**src/rtl/scan_chain_loader_if.sv**
```systemverilog
// Bitstream word stream into the scan-chain loader: valid/ready handshake
// with a WORD_W-bit payload. The master is the bitstream source.
interface scan_chain_loader_if #(
    parameter int WORD_W = 8
);
    logic              word_valid;
    logic              word_ready;
    logic [WORD_W-1:0] word_data;

    modport master (
        output word_valid,
        output word_data,
        input  word_ready
    );

    modport slave (
        input  word_valid,
        input  word_data,
        output word_ready
    );
endinterface

```
**src/rtl/scan_chain_loader.sv**
```systemverilog
// Serialises a bitstream word stream LSB-first onto the LUT configuration scan
// chain, generating sc_clk from clk with a CLK_DIV-cycle half-period.
module scan_chain_loader #(
    parameter int CHAIN_LEN = 128,
    parameter int WORD_W    = 8,
    parameter int CLK_DIV   = 1
) (
    input  logic                           clk,
    input  logic                           reset,
    input  logic                           start,
    input  logic                           abort,
    scan_chain_loader_if.slave             word_if,
    output logic                           sc_clk,
    output logic                           sc_data,
    output logic                           busy,
    output logic                           done,
    output logic [$clog2(CHAIN_LEN+1)-1:0] bit_count
);

    localparam int CNT_W = $clog2(CHAIN_LEN + 1);
    localparam int IDX_W = (WORD_W > 1) ? $clog2(WORD_W) : 1;
    localparam int DIV_W = (CLK_DIV > 1) ? $clog2(CLK_DIV) : 1;

    localparam logic [CNT_W-1:0] LAST_BIT = CNT_W'(CHAIN_LEN);
    localparam logic [IDX_W-1:0] LAST_IDX = IDX_W'(WORD_W - 1);
    localparam logic [DIV_W-1:0] LAST_DIV = DIV_W'(CLK_DIV - 1);

    typedef enum logic [2:0] {
        S_IDLE,
        S_FETCH,
        S_LOW,
        S_HIGH,
        S_DONE
    } state_t;

    state_t            state_q, state_d;
    logic [WORD_W-1:0] shreg_q, shreg_d;
    logic [IDX_W-1:0]  idx_q, idx_d;
    logic [DIV_W-1:0]  div_q, div_d;
    logic [CNT_W-1:0]  cnt_q, cnt_d;
    logic              sc_data_d;
    logic              word_ready_q;
    logic              phase_end;

    assign phase_end          = (div_q == LAST_DIV);
    assign word_if.word_ready = word_ready_q;
    assign bit_count          = cnt_q;

    always_comb begin
        state_d   = state_q;
        shreg_d   = shreg_q;
        idx_d     = idx_q;
        div_d     = div_q;
        cnt_d     = cnt_q;
        sc_data_d = sc_data;

        // abort outranks everything, including a handshake in the same cycle
        if (abort) begin
            state_d = S_IDLE;
        end else begin
            unique case (state_q)
                S_IDLE: begin
                    if (start) begin
                        state_d = S_FETCH;
                        cnt_d   = '0;
                    end
                end
                S_FETCH: begin
                    if (word_if.word_valid && word_ready_q) begin
                        shreg_d   = word_if.word_data;
                        sc_data_d = word_if.word_data[0];
                        idx_d     = '0;
                        div_d     = '0;
                        state_d   = S_LOW;
                    end
                end
                S_LOW: begin
                    if (phase_end) begin
                        div_d   = '0;
                        cnt_d   = cnt_q + CNT_W'(1);
                        state_d = S_HIGH;
                    end else begin
                        div_d = div_q + DIV_W'(1);
                    end
                end
                S_HIGH: begin
                    if (phase_end) begin
                        div_d = '0;
                        if (cnt_q == LAST_BIT) begin
                            state_d = S_DONE;
                        end else if (idx_q == LAST_IDX) begin
                            state_d = S_FETCH;
                        end else begin
                            shreg_d   = shreg_q >> 1;
                            sc_data_d = shreg_d[0];
                            idx_d     = idx_q + IDX_W'(1);
                            state_d   = S_LOW;
                        end
                    end else begin
                        div_d = div_q + DIV_W'(1);
                    end
                end
                S_DONE: begin
                    state_d = S_IDLE;
                end
                default: begin
                    state_d = S_IDLE;
                end
            endcase
        end
    end

    // Outputs are registered decodes of the next state so they line up with it.
    always_ff @(posedge clk or posedge reset) begin
        if (reset) begin
            state_q      <= S_IDLE;
            shreg_q      <= '0;
            idx_q        <= '0;
            div_q        <= '0;
            cnt_q        <= '0;
            sc_clk       <= 1'b0;
            sc_data      <= 1'b0;
            busy         <= 1'b0;
            done         <= 1'b0;
            word_ready_q <= 1'b0;
        end else begin
            state_q      <= state_d;
            shreg_q      <= shreg_d;
            idx_q        <= idx_d;
            div_q        <= div_d;
            cnt_q        <= cnt_d;
            sc_clk       <= (state_d == S_HIGH);
            sc_data      <= sc_data_d;
            busy         <= (state_d != S_IDLE);
            done         <= (state_d == S_DONE);
            word_ready_q <= (state_d == S_FETCH);
        end
    end

endmodule

```
**src/flat_wrapper.sv**
```systemverilog
// flat-port wrapper written by rule: the top's interface ports become plain ports
module scan_chain_loader_flat 
#(
    parameter int CHAIN_LEN = 128,
    parameter int WORD_W    = 8,
    parameter int CLK_DIV   = 1
)
  (clk, reset, start, abort, sc_clk, sc_data, busy, done, bit_count, word_if_word_valid, word_if_word_data, word_if_word_ready);
  scan_chain_loader_if #(.WORD_W(WORD_W)) word_if_i ();
  input  logic clk;
  input  logic reset;
  input  logic start;
  input  logic abort;
  output logic sc_clk;
  output logic sc_data;
  output logic busy;
  output logic done;
  output logic [$clog2(CHAIN_LEN+1)-1:0] bit_count;
  input wire logic [$bits(word_if_i.word_valid)-1:0] word_if_word_valid;
  input wire logic [$bits(word_if_i.word_data)-1:0] word_if_word_data;
  output wire logic [$bits(word_if_i.word_ready)-1:0] word_if_word_ready;
  assign word_if_i.word_valid = word_if_word_valid;
  assign word_if_i.word_data = word_if_word_data;
  assign word_if_word_ready = word_if_i.word_ready;
  scan_chain_loader #(.CHAIN_LEN(CHAIN_LEN), .WORD_W(WORD_W), .CLK_DIV(CLK_DIV)) u_core (.clk(clk), .reset(reset), .start(start), .abort(abort), .word_if(word_if_i), .sc_clk(sc_clk), .sc_data(sc_data), .busy(busy), .done(done), .bit_count(bit_count));
endmodule
```
**config.mk**
```make
export PLATFORM = sky130hd
export DESIGN_NAME = scan_chain_loader_flat
export DESIGN_NICKNAME = d
export VERILOG_FILES = /design/src/rtl/scan_chain_loader_if.sv /design/src/rtl/scan_chain_loader.sv /design/src/flat_wrapper.sv
export SDC_FILE = /design/constraint.sdc
export NUM_CORES = 1
export LEC_CHECK = 0
export ABC_CLOCK_PERIOD_IN_PS = 4600
export CORE_MARGIN = 5
export CORE_UTILIZATION = 40
export CTS_CLUSTER_SIZE = 12
export DETAILED_ROUTE_END_ITERATION = 10
export RECOVER_POWER = 25
export REMOVE_ABC_BUFFERS = 1
export SKIP_LAST_GASP = 1
export SLEW_MARGIN = 20
export SYNTH_ARGS = -nofsm -noshare
export SYNTH_HDL_FRONTEND = slang
export SYNTH_SLANG_ARGS = --single-unit
```
**constraint.sdc**
```tcl
create_clock -name clk -period 4.6 [get_ports clk]
set_clock_uncertainty 0.1 [all_clocks]
set_input_delay 0.69 -clock clk [delete_from_list [all_inputs] [get_ports clk]]
set_output_delay 0.69 -clock clk [all_outputs]
set_load 0.02 [all_outputs]
```
==> summary.txt <==
Drt
  • Post-DRT Antenna Nets: 0
  • Iter 0 DRT Violations: 42
  • Final WL: ~2.7 mm
  • DRT Pass-1 Iters: 4
  • Vias/cell: about 5
  • Vias: between 1000 and 1500
  • # DRC: 0
  • Wire length per cell: roughly 13 um

Clock tree
  • H-tree levels: 1
  • CTS tree: yes
  • # resized after CTS: 0
  • Reg clk slew, reported paths: ~0.15 ns
  • Worst skew pair latency: 0.33 ns
  • # Post-CTS Setup Buffers: 0
  • Clock Path Buffers: 2
  • # clock sinks: 26
  • Root Driver: clkbuf_4
  • Hold buffers post-CTS: 0
  • TritonCTS Buffers: 3

Timing
  • Final Setup Violations: 0
  • Final hold violation count: 0
  • Max_slew headroom: 0.333
  • FMAX: 393 MHz
  • Setup_tns: 0 ns
  • Final Cycle Share: 0.554
  • Worst Tran Pin Value: approximately 1 ns
  • RSZ-0062 raised after global routing: no
  • Pins Over Slew Limit: 0
  • Period minus WS final: roughly 2.5 ns

Global routing
  • Vias in the first global route: 1039
  • Gr usage total: 0.130
  • First-pass GRT wire length: roughly 4.5 mm
  • Initial antenna violation count: 0
  • Grt ovf: 0
  • Largest net degree at the start of global routing: 27

Pwr
  • Leakage: 0.781 nW
  • Max VDD drop: 0.000166 V
  • Power per Cell Area: roughly 330 mW/mm^2

Hold path
  • Hold Path Class: reg2reg
  • Hold depth: 1

Cells and area
  • Synth-to-Final Area Change: 24.3%
  • Layout cells sized above 1: 0.0976
  • Commonest non-fill, non-tap cell in the layout: nand2_1
  • Cell area after layout: between 0.0015 and 0.002 mm^2
  • Post-layout nets: between 150 and 200
  • # diodes: 0
  • Most frequent cells in the layout: 27 x nand2_1, 26 x dfrtp_1, 24 x clkdlybuf4s50_1, 13 x o21ai_0, 10 x inv_1

Floorplanning
  • Die area: ~0.0047 mm^2
  • Core Area: between 0.003 and 0.004 mm^2
  • Die Span Y: between 60 and 70 um
  • Rows: 21
  • Starting density of the core: 0.413
  • I/O pins: 26
  • DIE WIDTH: 68.5 um

Place
  • PortBufs: 25
  • Dpl hpwl: 1.96 mm
  • Placed cell areas: between 0.0015 and 0.002 mm^2
  • GPL Wtd Cong: around 0.9

Synth
  • Post-synthesis register bit count: 26
  • Mapped Area: between 0.001 and 0.0015 mm^2
  • Most used DFF post-synth: dfrtp_1
  • Synthesized area per cell: just under 10 um^2
  • Synth warn: 0
  • Sequential fraction of the synthesis area: 0.476
  • Netlist cell types: 35
  • Post-synth EDFFs: 0
  • Asr flop ratio synth: 1.00
  • Cell count after synthesis: 140

Critical path
  • CP endpoint kind: flop
  • Kind of critical path: in2reg
  • Worst path max stage delay: around 0.64 ns
  • CP Launch Type: primary input
  • CP max FO: 11
  • Worst EP required: 4.74 ns
  • CP max stage cell: a21oi_2
  • Worst path arrival time: 2.68 ns
  • Worst reg-to-reg path cell count: 6
  • Critical-path cell list: clkdlybuf4s50_1 > nor2_1 > o211ai_1 > a21oi_2 > mux2_2

Outcome
  • Status: completed

Flow run
  • Max-Cap Viols: 0
[path summary, 6_finish.rpt]
check                                          from                   to  slack (ns)
worst min-delay path            u_core.bit_count[7]  u_core.bit_count[7]        0.42
worst max-delay path                          abort      u_core.idx_q[0]        2.05
max in group asynchronous                     reset  u_core.bit_count[7]        2.89
worst min register to register  u_core.bit_count[7]  u_core.bit_count[7]        0.42
worst max register to register  u_core.bit_count[0]      u_core.idx_q[0]        2.24
min in group asynchronous                     reset        u_core.sc_clk        0.91
[registers in the layout, indices dropped and copies added, names as in the netlist]
name	flops
u_core.bit_count	8
u_core.busy	1
u_core.done	1
u_core.idx_q	3
u_core.sc_clk	1
u_core.shreg_q	8
u_core.state_q	3
u_core.word_if.word_ready	1
[worst max-delay path, delay by kind of cell]
family,cells,cell delay [ns]
muxes,1,0.41
and+or+nand+nor,1,0.29
buffers and inverters,1,0.50
AOI/OAI and AO/OA,2,0.80
[report_power, final]
part           internal [mW]  switching, mW  total, mW
registers              0.267         0.0235      0.290
logic                 0.0659         0.0420      0.108
clock network         0.0882         0.0727      0.161
total                  0.421          0.138      0.559
[area by class of cell]
class	instances	area (um^2)
tap	46	57.6
sequential	26	651
clock inverter	1	30.0
multi-input combinational	99	652
clock buffer	3	22.5
inverter	10	37.5
fill	324	1610
timing repair buffer	25	250
[synthesized netlist by cell type, types with 2 or more instances]
cell,number,area share
a21oi_1,2,0.0073
and3_1,2,0.0091
clkbuf_1,3,0.0082
dfrtp_1,26,0.48
ha_1,4,0.037
inv_1,10,0.027
mux2_4,7,0.077
mux2i_1,3,0.022
nand2_1,27,0.074
nand2b_1,4,0.018
nand3_1,3,0.011
nand3b_1,3,0.016
nor2_1,7,0.019
nor3_1,2,0.0073
o21ai_0,13,0.048
o31ai_1,4,0.022
or3_1,2,0.0091
[layer usage]
metal,track usage,share of wire,vias up
li1,-,-,526
met1,0.159,0.45,526
met2,0.218,0.49,23
met3,0.0296,0.045,6
met4,0.0496,0.015,0
met5,0,0,-
[kinds of logic after synthesis]
family | count (synthesis) | synth area share
AO/OA/AOI/OAI | 27 | 0.124
adder cells (fa/ha/maj) | 4 | 0.0366
buffers and inverters | 15 | 0.0476
flip-flops | 26 | 0.476
multiplexers | 11 | 0.107
AND/OR/NAND/NOR | 57 | 0.210
[stage by stage]
stage | hold WS, ns | utilization | worst slack, ns | std cells | power [mW]
floorplan | 0.382 | - | 2.33 | 135 | 0.365
global placement | 0.398 | 0.498 | 1.79 | 206 | 0.401
detailed placement | 0.397 | 0.498 | 1.69 | 206 | 0.405
CTS | 0.431 | 0.514 | 2.06 | 210 | 0.566
global route | 0.461 | 0.514 | 1.90 | 210 | 0.590
finish | 0.423 | 0.514 | 2.05 | 210 | 0.559
No activity file was read; power rests on OpenSTA's default activity.
